[config.mk]
export PLATFORM = sky130hd
export DESIGN_NAME = load_extend_pipe
export DESIGN_NICKNAME = d
export VERILOG_FILES = /design/src/rtl/ldx_pkg.sv /design/src/rtl/ldx_lane_sel.sv /design/src/rtl/load_extend_pipe.sv
export SDC_FILE = /design/constraint.sdc
export NUM_CORES = 1
export LEC_CHECK = 0
export ABC_AREA = 0
export CAP_MARGIN = 25
export CORE_ASPECT_RATIO = 0.9
export CORE_UTILIZATION = 45
export CTS_CLUSTER_SIZE = 10
export DETAILED_ROUTE_END_ITERATION = 16
export DONT_BUFFER_PORTS = 1
export HOLD_SLACK_MARGIN = 0.03
export PLACE_DENSITY = 0.63
export SLEW_MARGIN = 10
export SYNTH_ARGS = -nofsm -noshare
export SYNTH_HDL_FRONTEND = slang
export SYNTH_SLANG_ARGS = --single-unit
[constraint.sdc]
create_clock -name clk -period 1.88 [get_ports clk]
set_clock_uncertainty 0.1 [all_clocks]
set_input_delay 0.188 -clock clk [delete_from_list [all_inputs] [get_ports clk]]
set_output_delay 0.188 -clock clk [all_outputs]
set_load 0.05 [all_outputs]
[src/rtl/ldx_pkg.sv]
// ldx_pkg: shared types and constants for the load/immediate extension pipe.
//   ldx_mode_t   : 2-bit lane-size / source selector
//   LDX_BYTE/HALF/WORD/IMM : encodings of ldx_mode_t
//   ldx_stage_t  : stage-1 pipeline register contents (valid, mode, sign, misalign, lane)
//   LDX_DATA_W   : lane width carried in ldx_stage_t; the DATA_W parameter of
//                  load_extend_pipe must equal this value.
package ldx_pkg;

    localparam int LDX_DATA_W = 32;

    typedef logic [1:0] ldx_mode_t;

    localparam ldx_mode_t LDX_BYTE = 2'b00;
    localparam ldx_mode_t LDX_HALF = 2'b01;
    localparam ldx_mode_t LDX_WORD = 2'b10;
    localparam ldx_mode_t LDX_IMM  = 2'b11;

    typedef struct packed {
        logic                  valid;
        ldx_mode_t             mode;
        logic                  sgn;       // 1 = sign-extend in stage 2
        logic                  misalign;
        logic [LDX_DATA_W-1:0] lane;      // selected lane, zero-filled above its width
    } ldx_stage_t;

endpackage

[src/rtl/ldx_lane_sel.sv]
// ldx_lane_sel: combinational lane picker feeding stage 1 of load_extend_pipe.
//   mode     in  : ldx_mode_t (byte / half / word / immediate)
//   offset   in  : little-endian byte offset into mem_data
//   mem_data in  : memory word
//   imm      in  : instruction immediate
//   lane     out : selected lane, right-aligned and zero-filled to DATA_W
// Word mode ignores the offset; half mode ignores offset[0].
module ldx_lane_sel
    import ldx_pkg::*;
#(
    parameter int DATA_W = 32,
    parameter int IMM_W  = 16,
    parameter int OFF_W  = 2
) (
    input  ldx_mode_t          mode,
    input  logic [OFF_W-1:0]   offset,
    input  logic [DATA_W-1:0]  mem_data,
    input  logic [IMM_W-1:0]   imm,
    output logic [DATA_W-1:0]  lane
);

    always_comb begin
        lane = '0;
        case (mode)
            // Shift the addressed byte/half down to bit 0, then keep its width.
            LDX_BYTE: lane[7:0]       = 8'(mem_data >> {offset, 3'b000});
            LDX_HALF: lane[15:0]      = 16'(mem_data >> {offset[OFF_W-1:1], 4'b0000});
            LDX_WORD: lane            = mem_data;
            LDX_IMM:  lane[IMM_W-1:0] = imm;
            default:  lane            = '0;
        endcase
    end

endmodule

[src/rtl/load_extend_pipe.sv]
// load_extend_pipe: two-stage load / immediate formatter between MDR/IR and the
// register-file write mux.
//   Stage 1 registers the lane chosen by ldx_lane_sel; stage 2 registers the
//   zero/sign-extended result.
// Ports:
//   clk, reset_n        : clock, asynchronous active-low reset (synchronous release upstream)
//   in_valid / in_ready : input handshake
//   in_mode             : 00 byte, 01 half, 10 word, 11 immediate
//   in_signed           : 1 sign-extend, 0 zero-extend (no effect in word mode)
//   in_offset           : byte offset into in_mem_data
//   in_mem_data, in_imm : data sources
//   out_valid/out_ready : output handshake
//   out_data            : extended result
//   out_misalign        : misalignment flag of the delivered beat (0 unless enabled)
//   err_count           : saturating count of delivered misaligned beats
//                         (present only with LDX_MISALIGN_EN)
// Configuration macro: LDX_MISALIGN_EN enables misalign detection and err_count.
//
// Handshake: a beat transfers on a rising edge where valid && ready are both
// high. valid never depends on ready; once raised, valid and its data hold until
// the transfer. in_ready depends only on internal state and out_ready, never on
// in_valid, so there is no combinational in_valid -> out_valid path.
module load_extend_pipe
    import ldx_pkg::*;
#(
    parameter int DATA_W = LDX_DATA_W,
    parameter int IMM_W  = 16,
    parameter int OFF_W  = 2
) (
    input  logic              clk,
    input  logic              reset_n,
    input  logic              in_valid,
    output logic              in_ready,
    input  logic [1:0]        in_mode,
    input  logic              in_signed,
    input  logic [OFF_W-1:0]  in_offset,
    input  logic [DATA_W-1:0] in_mem_data,
    input  logic [IMM_W-1:0]  in_imm,
    output logic              out_valid,
    input  logic              out_ready,
    output logic [DATA_W-1:0] out_data,
    output logic              out_misalign
`ifdef LDX_MISALIGN_EN
    ,
    output logic [15:0]       err_count
`endif
);

    ldx_stage_t        s1;
    logic              s2_valid;
    logic [DATA_W-1:0] s2_data;
    logic              s2_misalign;

    logic              s1_adv;
    logic              s2_adv;
    logic              accept;
    logic              mis_d;
    logic [DATA_W-1:0] lane;
    logic [DATA_W-1:0] ext;

    // ---------------- flow control ----------------
    always_comb begin
        s2_adv   = !s2_valid || out_ready;
        s1_adv   = !s1.valid || s2_adv;
        in_ready = s1_adv;
        accept   = in_valid && in_ready;
    end

    // ---------------- stage 1: lane select ----------------
    ldx_lane_sel #(
        .DATA_W (DATA_W),
        .IMM_W  (IMM_W),
        .OFF_W  (OFF_W)
    ) u_lane_sel (
        .mode     (in_mode),
        .offset   (in_offset),
        .mem_data (in_mem_data),
        .imm      (in_imm),
        .lane     (lane)
    );

`ifdef LDX_MISALIGN_EN
    assign mis_d = ((in_mode == LDX_HALF) && in_offset[0]) ||
                   ((in_mode == LDX_WORD) && (in_offset != '0));
`else
    // Constant 0: the misalign flops below reduce to constants in this build.
    assign mis_d = 1'b0;
`endif

    always_ff @(posedge clk or negedge reset_n) begin
        if (!reset_n) begin
            s1 <= '0;
        end else if (s1_adv) begin
            s1.valid <= accept;
            // Payload only loads on accept; bubbles leave stale data behind.
            if (accept) begin
                s1.mode     <= in_mode;
                s1.sgn      <= in_signed;
                s1.misalign <= mis_d;
                s1.lane     <= lane;
            end
        end
    end

    // ---------------- stage 2: extension ----------------
    always_comb begin
        ext = '0;
        case (s1.mode)
            LDX_BYTE: ext = {{(DATA_W-8){s1.sgn & s1.lane[7]}}, s1.lane[7:0]};
            LDX_HALF: ext = {{(DATA_W-16){s1.sgn & s1.lane[15]}}, s1.lane[15:0]};
            LDX_WORD: ext = s1.lane;
            LDX_IMM:  ext = {{(DATA_W-IMM_W){s1.sgn & s1.lane[IMM_W-1]}},
                             s1.lane[IMM_W-1:0]};
            default:  ext = '0;
        endcase
    end

    always_ff @(posedge clk or negedge reset_n) begin
        if (!reset_n) begin
            s2_valid    <= 1'b0;
            s2_data     <= '0;
            s2_misalign <= 1'b0;
        end else if (s2_adv) begin
            s2_valid <= s1.valid;
            if (s1.valid) begin
                s2_data     <= ext;
                s2_misalign <= s1.misalign;
            end
        end
    end

    assign out_valid    = s2_valid;
    assign out_data     = s2_data;
    assign out_misalign = s2_misalign;

`ifdef LDX_MISALIGN_EN
    // Counts delivered misaligned beats, sticking at all-ones.
    always_ff @(posedge clk or negedge reset_n) begin
        if (!reset_n) begin
            err_count <= '0;
        end else if (out_valid && out_ready && out_misalign && (err_count != 16'hFFFF)) begin
            err_count <= err_count + 16'd1;
        end
    end
`endif

endmodule
# Yosys cells after proc, flatten, opt, wreduce, memory -nomap -nowiden
# Index checks and enable logic that the tools add are counted.
[totals] elab_cells=30 register_bits=69 inputBits=57
[classes] bitwise_logic=2 reduce_logical=10 n_mux=4 n_shift=2 n_eq_ne=6
[op_table] operator="32-bit one-hot mux with 3 select lines" n=1
[op_table] operator="8-bit one-hot mux with 4 select lines" n=1
[op_table] operator="32-bit by 5-bit >> shifter with 16-bit output" n=1
[op_table] operator="32-bit by 5-bit >> shifter with 8-bit output" n=1
[op_table] operator="8-bit one-hot mux with 3 select lines" n=1
[op_table] operator="16-bit two-way mux" n=1
[op_table] operator="2-bit == test, second input constant" n=4
[op_table] operator="2-bit by 1-bit == test with 1-bit output, second input constant" n=2
[op_table] operator="2-bit zero test" n=2
[op_table] operator="2-bit AND reduction" n=2
[op_table] operator="1-bit bitwise AND" n=2
[op_table] operator="1-bit zero test" n=2
[op_table] operator="1-bit logical OR" n=2
[op_table] operator="2-bit OR reduction" n=1
[op_table] operator="1-bit logical AND" n=1

# Depth between registers and ports, before layout
[logic_depth] ltp_word=5 ltp_mapped=6 mapped_depth_nobuf=3

# Modules after synthesis
# From an unflattened synthesis, not the netlist that was laid out.
[unflattened] hier_cells=312 hier_area_um2=3641.0
[by_module_without_submodules] mod="load_extend_pipe" n_inst=1 seq_area_each_um2=1726.7 area_per_inst_um2=2824.0 cells_per_inst=216
[by_module_without_submodules] mod="ldx_lane_sel" n_inst=1 seq_area_each_um2=0.0 area_per_inst_um2=817.0 cells_per_inst=96

# Worst setup path after synthesis
# No wires, ideal clock.
[synth_timing] path_type="reg2reg" start="reg s2_valid, in the netlist out_valid" end="reg s1[28] in the netlist's numbering" period_less_slack_ns=1.833 setup_ns=0.076 arrival_time_ns=1.656 path_slack_ns=0.047 path_stages_with_launch=5 t_required_ns=1.704 cell_sequence="dfrtp_1 nand3b_4 clkbuf_1 nand4_1 o21ai_1"
[synth_via] elab_chain_len=5
[synth_rtl] item="start, declared" line="load_extend_pipe.sv:50" source="logic s2_valid;"
[synth_rtl] item="start signal, assigned" line="load_extend_pipe.sv:124" source="s2_valid <= s1.valid;"
[synth_rtl] item="1-bit zero test (*)" line="load_extend_pipe.sv:63" source="s2_adv = !s2_valid || out_ready;"
[synth_rtl] item="1-bit logical OR (*)" line="load_extend_pipe.sv:63"
[synth_rtl] item="1-bit logical OR (*)" line="load_extend_pipe.sv:64" source="s1_adv = !s1.valid || s2_adv;"
[synth_rtl] item="via in_ready" line="load_extend_pipe.sv:33" source="output logic in_ready,"
[synth_rtl] item="1-bit logical AND" line="load_extend_pipe.sv:66" source="accept = in_valid && in_ready;"
[synth_rtl] item="2-bit AND reduction (no line) (*)"
[synth_rtl] item="end, declared" line="load_extend_pipe.sv:49" source="ldx_stage_t s1;"
# Mark *: on every way through the listed nets, which the timed path passes. The rest lies on a longest branch.
# A chain may end at the register's enable or synchronous reset.

# Final worst setup path
[layout_timing] start="reg s1[36] in the netlist's numbering" end="out in_ready"
[layout_via] elab_chain_len=2
[layout_rtl] item="1-bit zero test" line="load_extend_pipe.sv:64"
[layout_rtl] item="1-bit logical OR" line="load_extend_pipe.sv:64"
[layout_rtl] item="end, declared" line="load_extend_pipe.sv:33"
# No other way between the ends.

==> flow_summary.ini <==
[synthesis]
yosysSeqAreaShare = 0.4920
synth_top_cell_by_area = dfrtp_1
syn_inst = 343
synthTopCellsByCount = dfrtp_1 (69), a21oi_1 (48), mux2_2 (37)
synthFlopType = dfrtp_1
synthTopCellsByArea = dfrtp_1 (49%), mux2_2 (12%), a21oi_1 (6.8%)
ys_warn_count = 0
syn_area_um2 = 3510
synth_top_area_frac = 0.4920
async_reset_ff_frac = 1.000
synth-edff-count = 0
ys_seq_elements = 69
synth.most_common_cell = dfrtp_1
syn_avg_cell_area_um2 = 10.23
ys_types = 27
syn_nets = 400

[worst_setup_path]
critPathRequiredTime_ns = 1.59
max_stage_delay_ns = 0.42
cpLargestDelayFamily = flip-flops
path_max_fanout = 34
arrival_ns = 1.28
cp_num_buf_inv = 1
cpMaxStageDelayCell = dfrtp_1
worstSetupStartpointType = register
cp-end-kind = primary output
crit_type = reg2out
crit_chain = nand3b_4 > buf_4

[clocking]
numClockSinks = 69
post_cts_buffers = 0
clk_latency_ns = 0.34
ctsHoldBuffers = 20
clock_path_buffers = 2
cts_root_buffer = clkbuf_8
cts_resized = 0
numCtsBuffers = 9
cts_tree = built
cts_htree_levels = 3
path_clk_slew_ns = 0.07

[detailed_routing]
wire_per_inst_um = 20.14
vias = 2721
avgViaCountPerCell = 6.020
drt_first_pass_iters = 7
wirelength_mm = 9.103
drt.antenna.violating_nets = 0
drc = 0
initialDrtViolationCount = 192

[final_layout]
fillers = 686
fin_cells = 452
drive_gt1_frac = 0.2062
area_growth_syn_to_layout_pct = 12.34
final_area_um2 = 3943
multi_input_comb_area_um2 = 1530
regArea_um2 = 1727
nets = 408

[placement]
dpl_cell_area_um2 = 3542
place.gp.congestion = 0.8188
io_buffer_count = 0
dp_cells = 415
hpwl_mm = 6.143

[global_route]
grt_pass1_vias = 2704
grt_pass1_wl_mm = 14.23
antenna_found_initial = 2
grt-ovfl-total = 0
track_usage = 0.2327
grt_max_degree = 70

[timing]
rsz0062_at_grt = no
slew_headroom = 0.4638
max_freq_mhz = 639.4
setup-violations-final = 0
period_needed_ns = 1.564
whs_ns = -0.5565
slew_violations = 0
fin_tns_setup_ns = 0
worstMarginPinSlew_ns = 0.8017
period_share = 0.8319
finalHoldViolCount = 69

[outcome]
failed_checks = hold timing
outcome = complete, but fails checks

[power_and_ir_drop]
p_leak_nw = 1.565
ir_worst_vdd_uv = 389.6
powerDensity_nw_per_um2 = 1134

[min_path]
hold_class = in2async

[die]
die-height_um = 85.78
ioPinCount = 92
dieArea_um2 = 8157
core-area_um2 = 7545
rows = 30
start_util = 0.4652
dieWidth_um = 95.09

[job]
max-cap-violations = 0
[where the power goes]
part	internal, mW	switching [mW]
logic	0.365	0.436
clock network	0.634	0.516
registers	1.75	0.773
total	2.75	1.72
[sequential cells by signal (all words and copies together), names as in the netlist]
register	cells
out_valid	1
out_data	32
s1	36
[stage by stage]
step | total power, mW | setup WS, ns | util
finish | 4.470 | 0.3160 | 0.5226
global route | 4.664 | 0.2434 | 0.5226
CTS | 4.500 | 0.1891 | 0.5199
detailed placement | 3.294 | 0.4146 | 0.4695
global placement | 3.270 | 0.4812 | 0.4695
floorplan | 3.113 | 0.04745 | -
[routing by layer]
layer,track usage,vias up,wire [um]
li1,-,1269,-
met1,0.3401,1317,4095
met2,0.3292,125,4082
met3,0.08156,10,825
met4,0.05647,0,99
met5,0,-,0
[worst register-to-register path, cell delays in order (launching register included)]
cell and delay [ns]:
dfrtp_1 0.42, nand2b_1 0.11, and2_4 0.27, buf_4 0.30, a31oi_1 0.14
[final cells by class]
type | count | share of cell area
flip-flops and latches | 69 | 0.4380
multi-input cells | 220 | 0.3881
repair buffers | 35 | 0.08124
clock buffers | 12 | 0.03681
well taps | 96 | 0.03047
inverters | 16 | 0.01523
clock inverters | 2 | 0.008886
diodes | 2 | 0.001269
[placed cells by master (no fill, tap or decap), types with 16 or more instances in the layout]
| master | Yosys | routed |
|---|---|---|
| o21ai_0 | 22 | 22 |
| nand4_1 | 16 | 16 |
| dfrtp_1 | 69 | 69 |
| nand2_1 | 16 | 16 |
| inv_1 | 16 | 16 |
| a21oi_1 | 48 | 48 |
| a31oi_1 | 32 | 32 |
| dlygate4sd3_1 | 0 | 20 |
| mux2_2 | 37 | 37 |
| a22oi_1 | 16 | 16 |
[final timing paths]
check                           start           end  slack [ns]  cells past startpoint
setup reg to reg            out_valid  out_data[23]        0.41                      4
max in group asynchronous     reset_n        s1[11]        2.12                      0
min in group clk           in_mode[1]        s1[14]        0.05                      2
setup / recovery               s1[36]      in_ready        0.32                      2
hold reg to reg                 s1[0]   out_data[0]        0.41                      1
hold / removal                reset_n  out_data[15]       -0.56                      0
[cell families (layout without fill, tap and decap cells)]
group                  after synthesis  count (layout)  synth area share
AO/OA/AOI/OAI                      121             121            0.1954
buffers and inverters               54              65           0.07201
flip-flops                          69              69            0.4920
multiplexers                        43              43            0.1444
other                                1               3          0.001068
AND/OR/NAND/NOR                     55              55           0.09519
Power figures use the tool's default switching activity.
